[src/rtl/joy_shift_reader_pkg.sv]
// Shared types and constants for the controller shift-chain reader.
package joy_shift_reader_pkg;

  typedef enum logic [2:0] {
    IDLE,
    LOAD,
    SHIFT_LO,
    SHIFT_HI,
    LATCH
  } state_t;

  localparam int unsigned MAX_PLAYERS = 4;
  localparam int unsigned MAX_BITS    = 16;

  // Total number of bits clocked out of the chain in one frame.
  function automatic int unsigned frame_width(input int unsigned players,
                                              input int unsigned bits);
    return players * bits;
  endfunction

endpackage

[src/rtl/joy_tick_gen.sv]
// Free-running divider: one-clk tick every CLK_DIV clk cycles.
module joy_tick_gen #(
  parameter int unsigned CLK_DIV = 24
) (
  input  logic clk,
  input  logic reset,
  output logic tick
);

  localparam int unsigned CW = (CLK_DIV > 2) ? $clog2(CLK_DIV) : 1;
  localparam logic [CW-1:0] LAST = CW'(CLK_DIV - 1);

  logic [CW-1:0] cnt;

  // Divider counter, wraps after CLK_DIV cycles.
  always_ff @(posedge clk or posedge reset) begin
    if (reset)            cnt <= '0;
    else if (cnt == LAST) cnt <= '0;
    else                  cnt <= cnt + 1'b1;
  end

  assign tick = (cnt == LAST);

endmodule

[src/rtl/joy_shift_reader.sv]
// Scans a chain of parallel-load shift registers (joystick controllers),
// filters frames for stability and publishes active-high button state.
module joy_shift_reader
  import joy_shift_reader_pkg::*;
#(
  parameter int unsigned PLAYERS = 2,
  parameter int unsigned BITS    = 12,
  parameter int unsigned CLK_DIV = 24,
  parameter int unsigned GAP     = 16,
  parameter int unsigned FILTER  = 2
) (
  input  logic                    clk,
  input  logic                    reset,
  input  logic                    enable,
  input  logic                    ser_data,
  output logic                    ser_clk,
  output logic                    ser_load,
  output logic [PLAYERS*BITS-1:0] joystick,
  output logic                    valid,
  output logic                    frame_err
);

  localparam int unsigned FRAME_W = frame_width(PLAYERS, BITS);
  localparam int unsigned IDX_W   = $clog2(FRAME_W);
  localparam int unsigned GAP_W   = $clog2(GAP + 1);
  localparam logic [IDX_W-1:0] LAST_IDX   = IDX_W'(FRAME_W - 1);
  localparam logic [GAP_W-1:0] GAP_END    = GAP_W'(GAP);
  localparam logic [2:0]       MATCH_GOAL = 3'(FILTER - 1);

  state_t             state, next_state;
  logic               tick;
  logic [1:0]         sync_ff;
  logic               din;
  logic [IDX_W-1:0]   bit_idx;
  logic [GAP_W-1:0]   gap_cnt;
  logic [FRAME_W-1:0] frame_buf;
  logic [FRAME_W-1:0] raw_frame;
  logic [2:0]         match_cnt;
  logic [2:0]         match_inc;
  logic               take_bit;

  joy_tick_gen #(.CLK_DIV(CLK_DIV)) u_tick (
    .clk   (clk),
    .reset (reset),
    .tick  (tick)
  );

  // Two-flop synchroniser for the asynchronous chain data (idles released).
  always_ff @(posedge clk or posedge reset) begin
    if (reset) sync_ff <= 2'b11;
    else       sync_ff <= {sync_ff[0], ser_data};
  end

  assign din       = sync_ff[1];
  assign match_inc = (match_cnt == 3'd7) ? 3'd7 : match_cnt + 3'd1;
  assign take_bit  = (state == LOAD || state == SHIFT_HI) && (next_state == SHIFT_LO);

  // State register.
  always_ff @(posedge clk or posedge reset) begin
    if (reset) state <= IDLE;
    else       state <= next_state;
  end

  // Next-state and chain control lines.
  always_comb begin
    next_state = state;
    ser_clk    = 1'b1;
    ser_load   = 1'b1;
    case (state)
      IDLE: begin
        if (tick && gap_cnt == GAP_END && enable) next_state = LOAD;
      end
      LOAD: begin
        ser_load = 1'b0;
        if (tick) next_state = enable ? SHIFT_LO : IDLE;
      end
      SHIFT_LO: begin
        ser_clk = 1'b0;
        if (tick) next_state = enable ? SHIFT_HI : IDLE;
      end
      SHIFT_HI: begin
        if (tick) begin
          if (!enable)                next_state = IDLE;
          else if (bit_idx == LAST_IDX) next_state = LATCH;
          else                        next_state = SHIFT_LO;
        end
      end
      LATCH:   next_state = IDLE;
      default: next_state = IDLE;
    endcase
  end

  // Gap/bit counters, frame capture, stability filter and publishing.
  always_ff @(posedge clk or posedge reset) begin
    if (reset) begin
      gap_cnt   <= GAP_W'(1);
      bit_idx   <= '0;
      frame_buf <= '0;
      raw_frame <= '0;
      match_cnt <= '0;
      joystick  <= '0;
      valid     <= 1'b0;
      frame_err <= 1'b0;
    end else begin
      valid     <= 1'b0;
      frame_err <= 1'b0;

      // LATCH starts a tick slot that counts towards the gap, so the gap
      // counter starts one lower there than after reset or an abort.
      if (state == LATCH)
        gap_cnt <= '0;
      else if (state != IDLE && next_state == IDLE)
        gap_cnt <= GAP_W'(1);
      else if (state == IDLE && tick && gap_cnt != GAP_END)
        gap_cnt <= gap_cnt + 1'b1;

      if (state == LOAD)
        bit_idx <= '0;
      else if (state == SHIFT_HI && tick && enable)
        bit_idx <= bit_idx + 1'b1;

      // Bits arrive in index order, so shifting in from the top leaves the
      // first sample at bit 0 once the frame is complete.
      if (take_bit)
        frame_buf <= {~din, frame_buf[FRAME_W-1:1]};

      if (state == LATCH) begin
        if (FILTER == 1) begin
          raw_frame <= frame_buf;
          match_cnt <= '0;
          if (frame_buf != joystick) begin
            joystick <= frame_buf;
            valid    <= 1'b1;
          end
        end else if (frame_buf == raw_frame) begin
          match_cnt <= match_inc;
          if (match_inc >= MATCH_GOAL && frame_buf != joystick) begin
            joystick <= frame_buf;
            valid    <= 1'b1;
          end
        end else begin
          match_cnt <= '0;
          raw_frame <= frame_buf;
          frame_err <= 1'b1;
        end
      end
    end
  end

endmodule

[config.mk]
export PLATFORM = sky130hd
export DESIGN_NAME = joy_shift_reader
export DESIGN_NICKNAME = d
export VERILOG_FILES = /design/src/rtl/joy_shift_reader_pkg.sv /design/src/rtl/joy_tick_gen.sv /design/src/rtl/joy_shift_reader.sv
export SDC_FILE = /design/constraint.sdc
export NUM_CORES = 1
export LEC_CHECK = 0
export CORE_AREA = 2 2 91 93
export DETAILED_ROUTE_END_ITERATION = 7
export DIE_AREA = 0 0 93 95
export MAX_ROUTING_LAYER = met4
export PLACE_DENSITY_LB_ADDON = 0.25
export SLEW_MARGIN = 20
export SYNTH_ARGS = -nofsm -noshare
export SYNTH_HDL_FRONTEND = slang
export SYNTH_SLANG_ARGS = --single-unit
[constraint.sdc]
create_clock -name clk -period 3.34 [get_ports clk]
set_clock_uncertainty 0.05 [all_clocks]
set_input_delay 0.501 -clock clk [delete_from_list [all_inputs] [get_ports clk]]
set_output_delay 0.501 -clock clk [all_outputs]
set_load 0.005 [all_outputs]
# Word level (Yosys, flattened, before mapping)
# Index checks and enable logic that the tools add are counted.
# Widths: inputs -> output; s select.
dict set report totals {
  register_bits 97
  word_cells 71
  output_inout_bits 28
}
dict set report op_classes {
  eq_ne 12
  bitwise_logic 2
  add_sub_neg 4
  n_reduce_logical 17
  n_lt_le_gt_ge 1
  n_mux 24
}
# operator n
set op_table {}
lappend op_table {{$mux 5} 6}
lappend op_table {{$eq 24x24->1} 1}
lappend op_table {{$mux 3} 8}
lappend op_table {{$ne 24x24->1} 1}
lappend op_table {{$add 5x1->5 const B} 3}
lappend op_table {{$eq 5x5->1 const B} 3}
lappend op_table {{$pmux 3 s4} 1}
lappend op_table {{$eq 3x2->1 const B} 3}
lappend op_table {{$logic_and 1x1->1} 9}
lappend op_table {{$mux 1} 7}
lappend op_table {{$eq 3x3->1 const B} 2}
lappend op_table {{$logic_not 3->1} 2}
lappend op_table {{$reduce_bool 3->1} 2}
lappend op_table {{$ne 5x5->1 const B} 1}
lappend op_table {{$mux 2} 2}
lappend op_table {{$add 3x1->3 const B} 1}
lappend op_table {{$eq 3x1->1 const B} 1}
lappend op_table {{$ge 3x1->1 const B} 1}
lappend op_table {{$reduce_and 3->1} 1}
lappend op_table {{$not 1->1} 2}
lappend op_table {{$reduce_and 2->1} 1}
lappend op_table {{$reduce_bool 2->1} 1}
lappend op_table {{$logic_or 1x1->1} 1}

# Longest topological paths before layout
dict set report logic_depth {
  word_depth 9
  ltp_mapped 10
  mapped_depth_nobuf 7
}

# Hierarchy
# From an unflattened synthesis, not the netlist that was laid out.
dict set report unflattened {
  hier_cells 336
  hier_area_um2 4551.9
}
# mod seq_area_each_um2 n_inst area_each_um2 cells_per_inst
set by_module_without_submodules {}
lappend by_module_without_submodules {joy_shift_reader 2306.0 1 4331.7 320}
lappend by_module_without_submodules {joy_tick_gen 125.1 1 220.2 16}

# Worst setup path after synthesis
# OpenSTA, ideal clock, no wires.
dict set report synth_timing {
  kind {reg-to-reg}
  startpoint {register u_tick.cnt[0]}
  endpoint {register frame_buf[0]}
  path_stages_with_launch 10
  slack_ns 0.890
  t_arrival_ns 2.275
  t_required_ns 3.165
  n_path_buf 2
  path_cell_list {dfrtp_1 > ha_1 > nand2_2 > nor3b_4 > a21oi_2 > a211oi_2 > or4b_1 > buf_6 > buf_12 > mux2_4}
}
dict set report synth_between {
  elab_chain_len 7
  word_cells_on_any_way 10
  classes_between {2 x eq/ne; 5 x mux; 3 x reduce/logical}
}
# element line_no
set synth_lines {}
lappend synth_lines {{from (decl)} joy_tick_gen.sv:13} ;# logic [CW-1:0] cnt;
lappend synth_lines {{from (signal assigned)} joy_tick_gen.sv:19} ;# else cnt <= cnt + 1'b1;
lappend synth_lines {{$eq 5x5->1 (*)} joy_tick_gen.sv:22} ;# assign tick = (cnt == LAST);
lappend synth_lines {{$logic_and 1x1->1 (2 in series)} joy_shift_reader.sv:71} ;# if (tick && gap_cnt == GAP_END && enable) next_state = LOAD;
lappend synth_lines {{$mux 3} joy_shift_reader.sv:71}
lappend synth_lines {{$pmux 3 s4 (*)} joy_shift_reader.sv:69} ;# case (state)
lappend synth_lines {{via next_state[1]} joy_shift_reader.sv:30} ;# state_t state, next_state;
lappend synth_lines {{$eq 3x2->1 (*)} joy_shift_reader.sv:56} ;# assign take_bit = (state == LOAD || state == SHIFT_HI) && (next_state == SHIFT_LO);
lappend synth_lines {{$logic_and 1x1->1 (*)} joy_shift_reader.sv:56}
lappend synth_lines {{to (signal assigned)} joy_shift_reader.sv:125} ;# frame_buf <= {~din, frame_buf[FRAME_W-1:1]};
lappend synth_lines {{to (decl)} joy_shift_reader.sv:36} ;# logic [FRAME_W-1:0] frame_buf;
# The timed path passes the listed nets; every way through them passes the cells marked *.
# A chain may end at the register's enable or synchronous reset.

# Worst setup path after layout
dict set report layout_timing {
  startpoint {register u_tick.cnt[0]}
  endpoint {register frame_buf[11]}
}
# The elaborated chain is that of the path after synthesis.

==> run_results.csv <==
group,metric,value,unit
critical_path,path_cells,"ha_1 > nand2_2 > nor3b_4 > and3_1 > nor2b_1 > or4b_1 > buf_4 > mux2_2",
placement,placed_area,4898,sq um
critical_path,r2r_end,"frame_buf[11]",
clock_network,clkTransAtPathRegs,90,ps
grt,grtUsageTotal,20.51,%
critical_path,crit_start,"u_tick.cnt[0]",
cells_and_area,post-route-util,65.14,%
grt,grt_overflow,0,
critical_path,required,3540,ps
critical_path,worstRegToRegCells,8,
sta,finalSetupViolations,0,
yosys,ys_seq_area_share,54.23,%
drt,drt_pre_antenna_iters,4,
drt,drt-initial-drc-count,118,
yosys,post-synth-top-area-cell,"dfrtp_1",
floorplanning,dieArea,8835,sq um
critical_path,cp-endpoint,"frame_buf[11]",
cells_and_area,final_cells,479,
yosys,ys_top_cells_by_count,"dfrtp_1, mux2_2, xnor2_1, xor2_1, mux2_4",
critical_path,critPathLaunchType,"flop",
critical_path,slowest_stage,"buf_4",
cells_and_area,drive_gt1_share,27.27,%
drt,viasPerCell,5.478,
power_and_ir_drop,p_leak,2.563,nW
clock_network,cts.hold.buffers_added,0,
cells_and_area,seq_area,2431,sq um
critical_path,worstPathArrival,3060,ps
clock_network,cts.sinks,97,
yosys,synthFlopType,"dfrtp_1",
floorplanning,io_pins,32,
yosys,yosys_register_bits,97,
yosys,synth_warnings,0,
yosys,synth_area_leaders,"dfrtp_1, mux2_2, xnor2_1",
clock_network,cts-htree-levels,3,
placement,placed_cells,463,
grt,grt_pass1_wl,13300,um
clock_network,clk_path_buf_depth,2,
clock_network,cts_setup_buffers,0,
sta,fin_ws,482.1,ps
sta,rsz0062_at_grt,"no",
floorplanning,rows,33,
yosys,avgSynthCellArea,13.50,sq um
critical_path,slowest_delay,400,ps
yosys,synthDominantCellAreaShare,52.47,%
grt,grt_pass1_vias,2614,
yosys,synthArstFlopShare,100.0,%
sta,final_hold_viol_count,0,
placement,pre_cts_ws,586.6,ps
floorplanning,start_util,56.55,%
drt,wl_per_cell,16.80,um
cells_and_area,syn_to_final_growth,15.18,%
clock_network,cts_tree,"done",
sta,fmax,349.9,MHz
floorplanning,fp.dieH,95,um
cells_and_area,final_area,5164,sq um
cells_and_area,fillCellCount,596,
placement,port_buffers,31,
yosys,synthesis.nets,342,
cells_and_area,multi_input_area,1932,sq um
floorplanning,core,7928,sq um
clock_network,cts_root_buf,"clkbuf_8",
critical_path,r2r_start,"u_tick.cnt[0]",
grt,grt_max_degree,50,
sta,period_minus_slack,2858,ps
sta,fin_crit_sh,85.57,%
sta,worst_slew_pin_slew,633.1,ps
min_path,hp-class,"reg -> reg",
run,cap_violations,0,
placement,place_congestion,0.7917,
clock_network,cts_buffers,9,
cells_and_area,fin_nets,379,
cells_and_area,antenna_cells,0,
yosys,synth_edf_count,0,
sta,slew_viol_final,0,
power_and_ir_drop,p_per_area,433.1,nW/um^2
sta,timing.slew.headroom,57.80,%
placement,dpl.hpwl,5463,um
clock_network,cts_resized,0,
grt,antenna_found_initial,0,
critical_path,crit_type,"reg -> reg",
run_status,outcome,"finished, final reports clean",
yosys,netlist_instances,332,
drt,totalWireLength,8045,um
power_and_ir_drop,worst_ir_drop_vdd,0.2153,mV
clock_network,clk-insertion-delay-late,360,ps
drt,postRouteAntennaNets,0,
yosys,synth_most_common_cell,"dfrtp_1",
critical_path,end_kind,"flop",
drt,route.detailed.drc,0,
floorplanning,die_x,93,um
drt,dr_total_vias,2624,
critical_path,worstPathMaxFanout,24,
critical_path,r2r_setup_slack,480,ps
yosys,synth_area,4483,sq um
yosys,synth_cell_types,40,
sta,setup_tns,0,ps
-- critical path: cells and delay by family (launching register included) --
kind	cells	cell delay [ps]
buf+inv	1	400
fa+ha+maj	1	230
flops	1	390
mux	1	390
simple gates	5	1250
-- sequential cells by signal, indices dropped and copies added, names as in the netlist --
register and flops:
frame_buf 24, joystick 24, raw_frame 24, bit_idx 5, gap_cnt 5, u_tick.cnt 5, match_cnt 3, state 3
sync_ff 2, frame_err 1, valid 1
-- worst min-delay path by stage --
stage / startpoint / to / slack (ps) / cells after the start
floorplan: sync_ff[0] / sync_ff[1] / 300 / 0
global placement: sync_ff[0] / sync_ff[1] / 300 / 0
detailed placement: sync_ff[0] / sync_ff[1] / 300 / 0
CTS: sync_ff[0] / sync_ff[1] / 310 / 0
global route: sync_ff[0] / sync_ff[1] / 320 / 0
finish: sync_ff[0] / sync_ff[1] / 310 / 0
-- layout make-up --
cell class / instances / area share (%)
flip-flops and latches: 97 / 47.08
multi-input cells: 215 / 37.41
repair buffers: 37 / 7.124
clock inverters: 7 / 2.738
well taps: 105 / 2.544
clock buffers: 9 / 2.399
inverters: 9 / 0.7027
-- where the power goes --
part / internal, W / switching, W / total [W]
logic: 0.0000261 / 0.0000428 / 0.0000689
registers: 0.00118 / 0.00000887 / 0.00119
clock network: 0.000574 / 0.000402 / 0.000976
-- cell usage in the layout, fill, tap and decap left out, types with 3 or more instances in the layout --
master           count
clkdlybuf4s50_1     31
xor2_1              23
nand2b_1             3
dfstp_2              3
xnor2_1             34
buf_4                5
bufinv_16            4
clkbuf_8             9
dfrtp_1             94
nor3_1               3
nand2_1              7
mux2i_1              3
nand4_1             14
o22ai_1              3
ha_1                 6
mux2_2              52
nor2_1              18
inv_1                8
mux2_4              19
nor4_1               4
-- logic make-up (layout without fill, tap and decap cells) --
| group | count (synthesis) | count (layout) | synth area share, % |
|---|---|---|---|
| compound gates | 15 | 15 | 2.345 |
| xor+xnor | 57 | 57 | 11.14 |
| fa+ha+maj | 6 | 6 | 1.675 |
| buf+inv | 20 | 62 | 2.679 |
| flops | 97 | 97 | 54.23 |
| mux | 74 | 74 | 20.09 |
| simple gates | 63 | 63 | 7.843 |
-- stage by stage --
stage | power, W | hold slack [ps]
after floorplan | 0.001261 | 295.2
after global placement | 0.001283 | 297.7
after detailed placement | 0.001285 | 297.5
after CTS | 0.002263 | 310.9
after global routing | 0.002323 | 315.0
final | 0.002236 | 309.6
-- per-layer routing --
layer | vias up | global-route usage, % | wire length (um)
met2 | 50 | 30.50 | 3791
met1 | 1337 | 28.50 | 3846
met3 | 13 | 2.793 | 234
li1 | 1224 | - | -
met4 | 0 | 8.946 | 172
met5 | - | - | 0
No activity file was read; power rests on OpenSTA's default activity.
